$ cat src/rtl/pipe_hazard_unit.sv
`default_nettype none
// =============================================================================
// Module : pipe_hazard_unit
// Forwarding selects, load-use / MDU stalls, mispredict flushes and saturating
// stall/flush event counters for a five-stage pipeline.
// Rev    : 1.0
// =============================================================================
module pipe_hazard_unit #(
    parameter int AW      = 5,
    parameter int MDU_LAT = 4,
    parameter int CNT_W   = 16
) (
    input  logic             clk,
    input  logic             rst_n,
    input  logic [AW-1:0]    rs_d,
    input  logic [AW-1:0]    rt_d,
    input  logic [AW-1:0]    rs_e,
    input  logic [AW-1:0]    rt_e,
    input  logic [AW-1:0]    wa_e,
    input  logic [AW-1:0]    wa_m,
    input  logic [AW-1:0]    wa_w,
    input  logic             regwrite_e,
    input  logic             regwrite_m,
    input  logic             regwrite_w,
    input  logic             memtoreg_e,
    input  logic             memtoreg_m,
    input  logic             branch_e,
    input  logic             jump_e,
    input  logic             jumpr_e,
    input  logic             pcsrc_e,
    input  logic             predict_e,
    input  logic             mdu_start_e,
    input  logic             mdu_use_d,
    input  logic             clr_cnt,
    output logic             stall_f,
    output logic             stall_d,
    output logic             flush_d,
    output logic             flush_e,
    output logic [1:0]       fwd_a_e,
    output logic [1:0]       fwd_b_e,
    output logic [1:0]       fwd_s_d,
    output logic [1:0]       fwd_t_d,
    output logic             mdu_busy,
    output logic [CNT_W-1:0] stall_cnt,
    output logic [CNT_W-1:0] flush_cnt
);

    localparam logic [0:0]       C_IDLE    = 1'b0;
    localparam logic [0:0]       C_BUSY    = 1'b1;
    localparam logic [7:0]       C_LAT_M1  = 8'(MDU_LAT - 1);
    localparam logic [CNT_W-1:0] C_CNT_ONE = {{(CNT_W-1){1'b0}}, 1'b1};

    logic [0:0]       state_q, state_d;
    logic [7:0]       mcnt_q, mcnt_d;
    logic [CNT_W-1:0] stall_cnt_q, stall_cnt_d;
    logic [CNT_W-1:0] flush_cnt_q, flush_cnt_d;
    logic             w_load_use;
    logic             w_mdu_stall;
    logic             w_mispredict;
    logic             w_hold;

    // Register 0 is hard-wired, so a write to it is never a real producer.
    function automatic logic hit(input logic we, input logic [AW-1:0] wa,
                                 input logic [AW-1:0] ra);
        return we && (wa != '0) && (wa == ra);
    endfunction

    always_comb begin
        fwd_a_e = 2'b00;
        fwd_b_e = 2'b00;
        fwd_s_d = 2'b00;
        fwd_t_d = 2'b00;
        if (rst_n) begin
            if (hit(regwrite_m, wa_m, rs_e))      fwd_a_e = memtoreg_m ? 2'b11 : 2'b10;
            else if (hit(regwrite_w, wa_w, rs_e)) fwd_a_e = 2'b01;
            if (hit(regwrite_m, wa_m, rt_e))      fwd_b_e = memtoreg_m ? 2'b11 : 2'b10;
            else if (hit(regwrite_w, wa_w, rt_e)) fwd_b_e = 2'b01;

            // Loads in E/M have no data yet for D, so they are skipped as sources.
            if (hit(regwrite_e & ~memtoreg_e, wa_e, rs_d))      fwd_s_d = 2'b01;
            else if (hit(regwrite_m & ~memtoreg_m, wa_m, rs_d)) fwd_s_d = 2'b10;
            else if (hit(regwrite_w, wa_w, rs_d))               fwd_s_d = 2'b11;
            if (hit(regwrite_e & ~memtoreg_e, wa_e, rt_d))      fwd_t_d = 2'b01;
            else if (hit(regwrite_m & ~memtoreg_m, wa_m, rt_d)) fwd_t_d = 2'b10;
            else if (hit(regwrite_w, wa_w, rt_d))               fwd_t_d = 2'b11;
        end
    end

    assign w_load_use   = hit(regwrite_e & memtoreg_e, wa_e, rs_d)
                        | hit(regwrite_e & memtoreg_e, wa_e, rt_d);
    assign w_mdu_stall  = mdu_use_d & (mdu_busy | mdu_start_e);
    assign w_mispredict = (branch_e | jump_e | jumpr_e) & (pcsrc_e ^ predict_e);
    assign w_hold       = w_load_use | w_mdu_stall;

    // A redirect wins over any stall: the stalled D instruction is being flushed.
    always_comb begin
        stall_f = rst_n & w_hold & ~w_mispredict;
        stall_d = rst_n & w_hold & ~w_mispredict;
        flush_d = rst_n & w_mispredict;
        flush_e = rst_n & (w_hold | w_mispredict);
    end

    always_ff @(posedge clk) begin
        if (!rst_n) begin
            state_q <= C_IDLE;
            mcnt_q  <= '0;
        end else begin
            state_q <= state_d;
            mcnt_q  <= mcnt_d;
        end
    end

    always_comb begin
        state_d = state_q;
        mcnt_d  = mcnt_q;
        if (mdu_start_e) begin
            state_d = C_BUSY;
            mcnt_d  = C_LAT_M1;
        end else if (state_q == C_BUSY) begin
            if (mcnt_q == 8'd0) state_d = C_IDLE;
            else                mcnt_d  = mcnt_q - 8'd1;
        end
    end

    always_comb begin
        mdu_busy = (state_q == C_BUSY);
    end

    always_comb begin
        stall_cnt_d = stall_cnt_q;
        flush_cnt_d = flush_cnt_q;
        if (clr_cnt) begin
            stall_cnt_d = '0;
            flush_cnt_d = '0;
        end else begin
            if (stall_d && (stall_cnt_q != '1))      stall_cnt_d = stall_cnt_q + C_CNT_ONE;
            if (w_mispredict && (flush_cnt_q != '1)) flush_cnt_d = flush_cnt_q + C_CNT_ONE;
        end
    end

    always_ff @(posedge clk) begin
        if (!rst_n) begin
            stall_cnt_q <= '0;
            flush_cnt_q <= '0;
        end else begin
            stall_cnt_q <= stall_cnt_d;
            flush_cnt_q <= flush_cnt_d;
        end
    end

    assign stall_cnt = stall_cnt_q;
    assign flush_cnt = flush_cnt_q;

endmodule
`default_nettype wire

$ cat config.mk
export PLATFORM = sky130hd
export DESIGN_NAME = pipe_hazard_unit
export DESIGN_NICKNAME = d
export VERILOG_FILES = /design/src/rtl/pipe_hazard_unit.sv
export SDC_FILE = /design/constraint.sdc
export NUM_CORES = 1
export LEC_CHECK = 0
export ABC_AREA = 1
export CORE_MARGIN = 2
export CORE_UTILIZATION = 52
export DETAILED_ROUTE_END_ITERATION = 8
export PLACE_DENSITY = 0.87
export REMOVE_ABC_BUFFERS = 1
export SLEW_MARGIN = 10
export SYNTH_ARGS = -nofsm -noshare
export SYNTH_HDL_FRONTEND = slang
export SYNTH_SLANG_ARGS = --single-unit
$ cat constraint.sdc
create_clock -name clk -period 3.47 [get_ports clk]
set_input_delay 0.347 -clock clk [delete_from_list [all_inputs] [get_ports clk]]
set_output_delay 0.347 -clock clk [all_outputs]
set_load 0.02 [all_outputs]
==> results.md <==
* Result of the run: finished clean
* Initial core utilization at 53.3%
* Post-route clock period utilization at 81.8%
* Vertical extent of the die at 81.6 um
* Required time worst endpoint at 3.12 ns
* TritonCTS clock tree: built
* Instance area after placement at 4100 um^2
* Nets@finish at 626
* Critical path type: primary input to primary output
* Clock skew at 0.00426 ns
* Number of iterations in the first detailed-routing pass at 5
* Number of buffers added for setup after CTS at 0
* Largest fanout on the critical path at 5
* GRT Resource Usage Total at 26.8%
* Number of setup violations in the final report at 0
* Arrival time at the worst endpoint at 2.49 ns
* Average routed wire per standard cell at 13.1 um
* Transition at the pin with the smallest max-transition slack at 0.565 ns
* Port Buffer Count at 94
* Sum of overflow across all layers after global routing at 0
* Class of the tightest hold or removal check: flop to flop
* Clock input transition at the sequential cells of the worst setup and hold paths at 0.08 ns
* Synth warnings at 0
* Total count of hold-check failures in the final report at 0
* Count of hold-fix buffers inserted at cts at 0
* Share of synthesized flip-flops with an asynchronous set or reset at 0%
* Total number of vias at 3,380
* Via/cell ratio at 5.22
* Share of post-route cells with drive strength above 1 at 5.93%
* Max frequency at 352 MHz
* DIE AREA at 6660 um^2
* Clock latency on the worst-skew pair at 0.30 ns
* Signed area change from the synthesized netlist to the final layout at 34.6%
* Cell leakage power at 0.00161 uW
* Total power divided by cell area at 274 nW/um^2
* Total standard cell area after synthesis at 3130 um^2
* Ys flop type: dfxtp_1
* Number of top-level design ports at 95
* Most frequent cells after synthesis: nand2_1 (103), nor2_1 (72), inv_1 (62)
* Post-route DRC at 0
* RSZ-0062 raised after global routing: no
* Max-cap viol count at 0
* 1st-iter DRT viols at 223
* Unique masters post-synth at 34
* Max Root-Sink Buffers at 2
* Total length of routed wires at 8.51 mm
* Finished Cell Area at 4220 um^2
* Count of state elements after synthesis at 41
* Worst vdd ir at 219 uV
* Number of global-route vias before repair at 3,060
* Die Span X at 81.6 um
* Worst hold slack after final layout at 0.484 ns
* Area leader, netlist: dfxtp_1
* Sort of element at the end of the critical path: primary output
* Routability cong. at 0.954
* Syn_area_per_cell at 6.45 um^2
* Number of antenna violations at the first check in global routing at 0
* Number of flops mapped to enable cells by yosys at 0
* Synth Instances at 486
* Final TNS setup at 0 ns
* Maximum number of pins on one net before global-route repair at 31
* Htree depth at 2
* Share of the yosys chip area belonging to registers at 26.2%
* Area fraction of the dominant cell type after synthesis at 26.2%
* Gates resized, CTS repair at 0
* Clock sink total at 41
* Ant. Diodes at 0
* Library cell with the highest instance count after synthesis: nand2_1
* Tmin final at 2.84 ns
* Worst slew slack as a fraction of its limit at 62.0%
* Hpwl dp at 6.70 mm
* Final max-slew violation count at 0
* Detail Route Antenna Nets at 0
* Core footprint at 5890 um^2
* Num rows at 28
* TritonCTS buffer count at 5
* Clock root cell: clkbuf_8
* Synth top area cells: dfxtp_1 (26%), nand2_1 (12%), xor2_1 (8.9%), nor2_1 (8.6%), inv_1 (7.4%)
* Global-route wire length before repair at 13.9 mm
* Kind of start point of the critical path: primary input
## critical path, cell delays in order
cell and delay [ns]:
clkdlybuf4s50_1 0.55, xor2_1 0.22, nor4_1 0.45, nand3_1 0.15
a21oi_1 0.15, clkdlybuf4s50_1 0.62
## area by class of cell
| type | count | area (um^2) |
|---|---|---|
| Clock buffer | 7 | 86.3 |
| Clock inverter | 1 | 30.0 |
| Fill cell | 478 | 1670 |
| Inverter | 64 | 240 |
| Multi-Input combinational cell | 364 | 1990 |
| Sequential cell | 41 | 821 |
| Tap cell | 75 | 93.8 |
| Timing Repair Buffer | 96 | 956 |
## per-layer routing
layer / track usage (%) / part of all wire [%] / wire [um] / up-vias
met5: 0 / 0 / 0 / -
met4: 10.3 / 2.3 / 195 / 0
met3: 3.85 / 4.3 / 367 / 19
met2: 49.3 / 51 / 4320 / 107
met1: 31.1 / 43 / 3620 / 1535
li1: - / - / - / 1719
## flip-flops by register name, summed over array words and instances, names as in the netlist
register	flops
flush_cnt	16
stall_cnt	16
mcnt_q	8
mdu_busy	1
## cell families after synthesis
logic type / share of synthesized area, %
and+or+nand+nor: 35.6
buffers and inverters: 10.3
AOI/OAI and AO/OA: 12.3
xor gates and xnor gates: 14.0
DFF: 26.2
adders and majority gates: 1.60
## cell usage in the layout (no fill, tap or decap), drive strengths merged, types with 2 or more instances in the layout
master / count
o21bai: 7
buf: 2
a31oi: 2
or2: 4
a21oi: 29
clkdlybuf4s50: 94
clkbuf: 7
and2: 2
o21ai: 24
nand3: 26
xnor2: 18
inv: 64
nor3: 9
xor2: 32
nor4: 9
nor2: 75
nand2: 104
nand4: 15
dfxtp: 41
ha: 4
## report_power, final
group / switching [uW] / leakage [uW] / internal, uW / total [uW]
clock: 178 / 0.0000585 / 235 / 413
combinational: 138 / 0.00122 / 120 / 258
sequential: 6.20 / 0.000332 / 477 / 483
total: 322 / 0.00161 / 832 / 1150
## final timing paths
kind / startpoint / endpoint / slack [ns] / depth (start not counted)
worst max-delay path: wa_w[2] / fwd_s_d[0] / 0.63 / 6
worst min-delay path: mcnt_q[0] / mcnt_q[0] / 0.48 / 2
worst max register to register: stall_cnt[0] / stall_cnt[15] / 1.58 / 11
worst min register to register: mcnt_q[0] / mcnt_q[0] / 0.48 / 2
## stage by stage
| step | utilization [%] | instances | power, uW | worst slack, ns |
|---|---|---|---|---|
| floorplan | - | 469 | 623 | 1.60 |
| global placement | 69.7 | 640 | 743 | 0.657 |
| detailed placement | 69.7 | 640 | 750 | 0.649 |
| CTS | 71.7 | 648 | 1160 | 0.640 |
| global route | 71.7 | 648 | 1200 | 0.486 |
| finish | 71.7 | 648 | 1150 | 0.632 |
(Power assumes the default switching activity.)
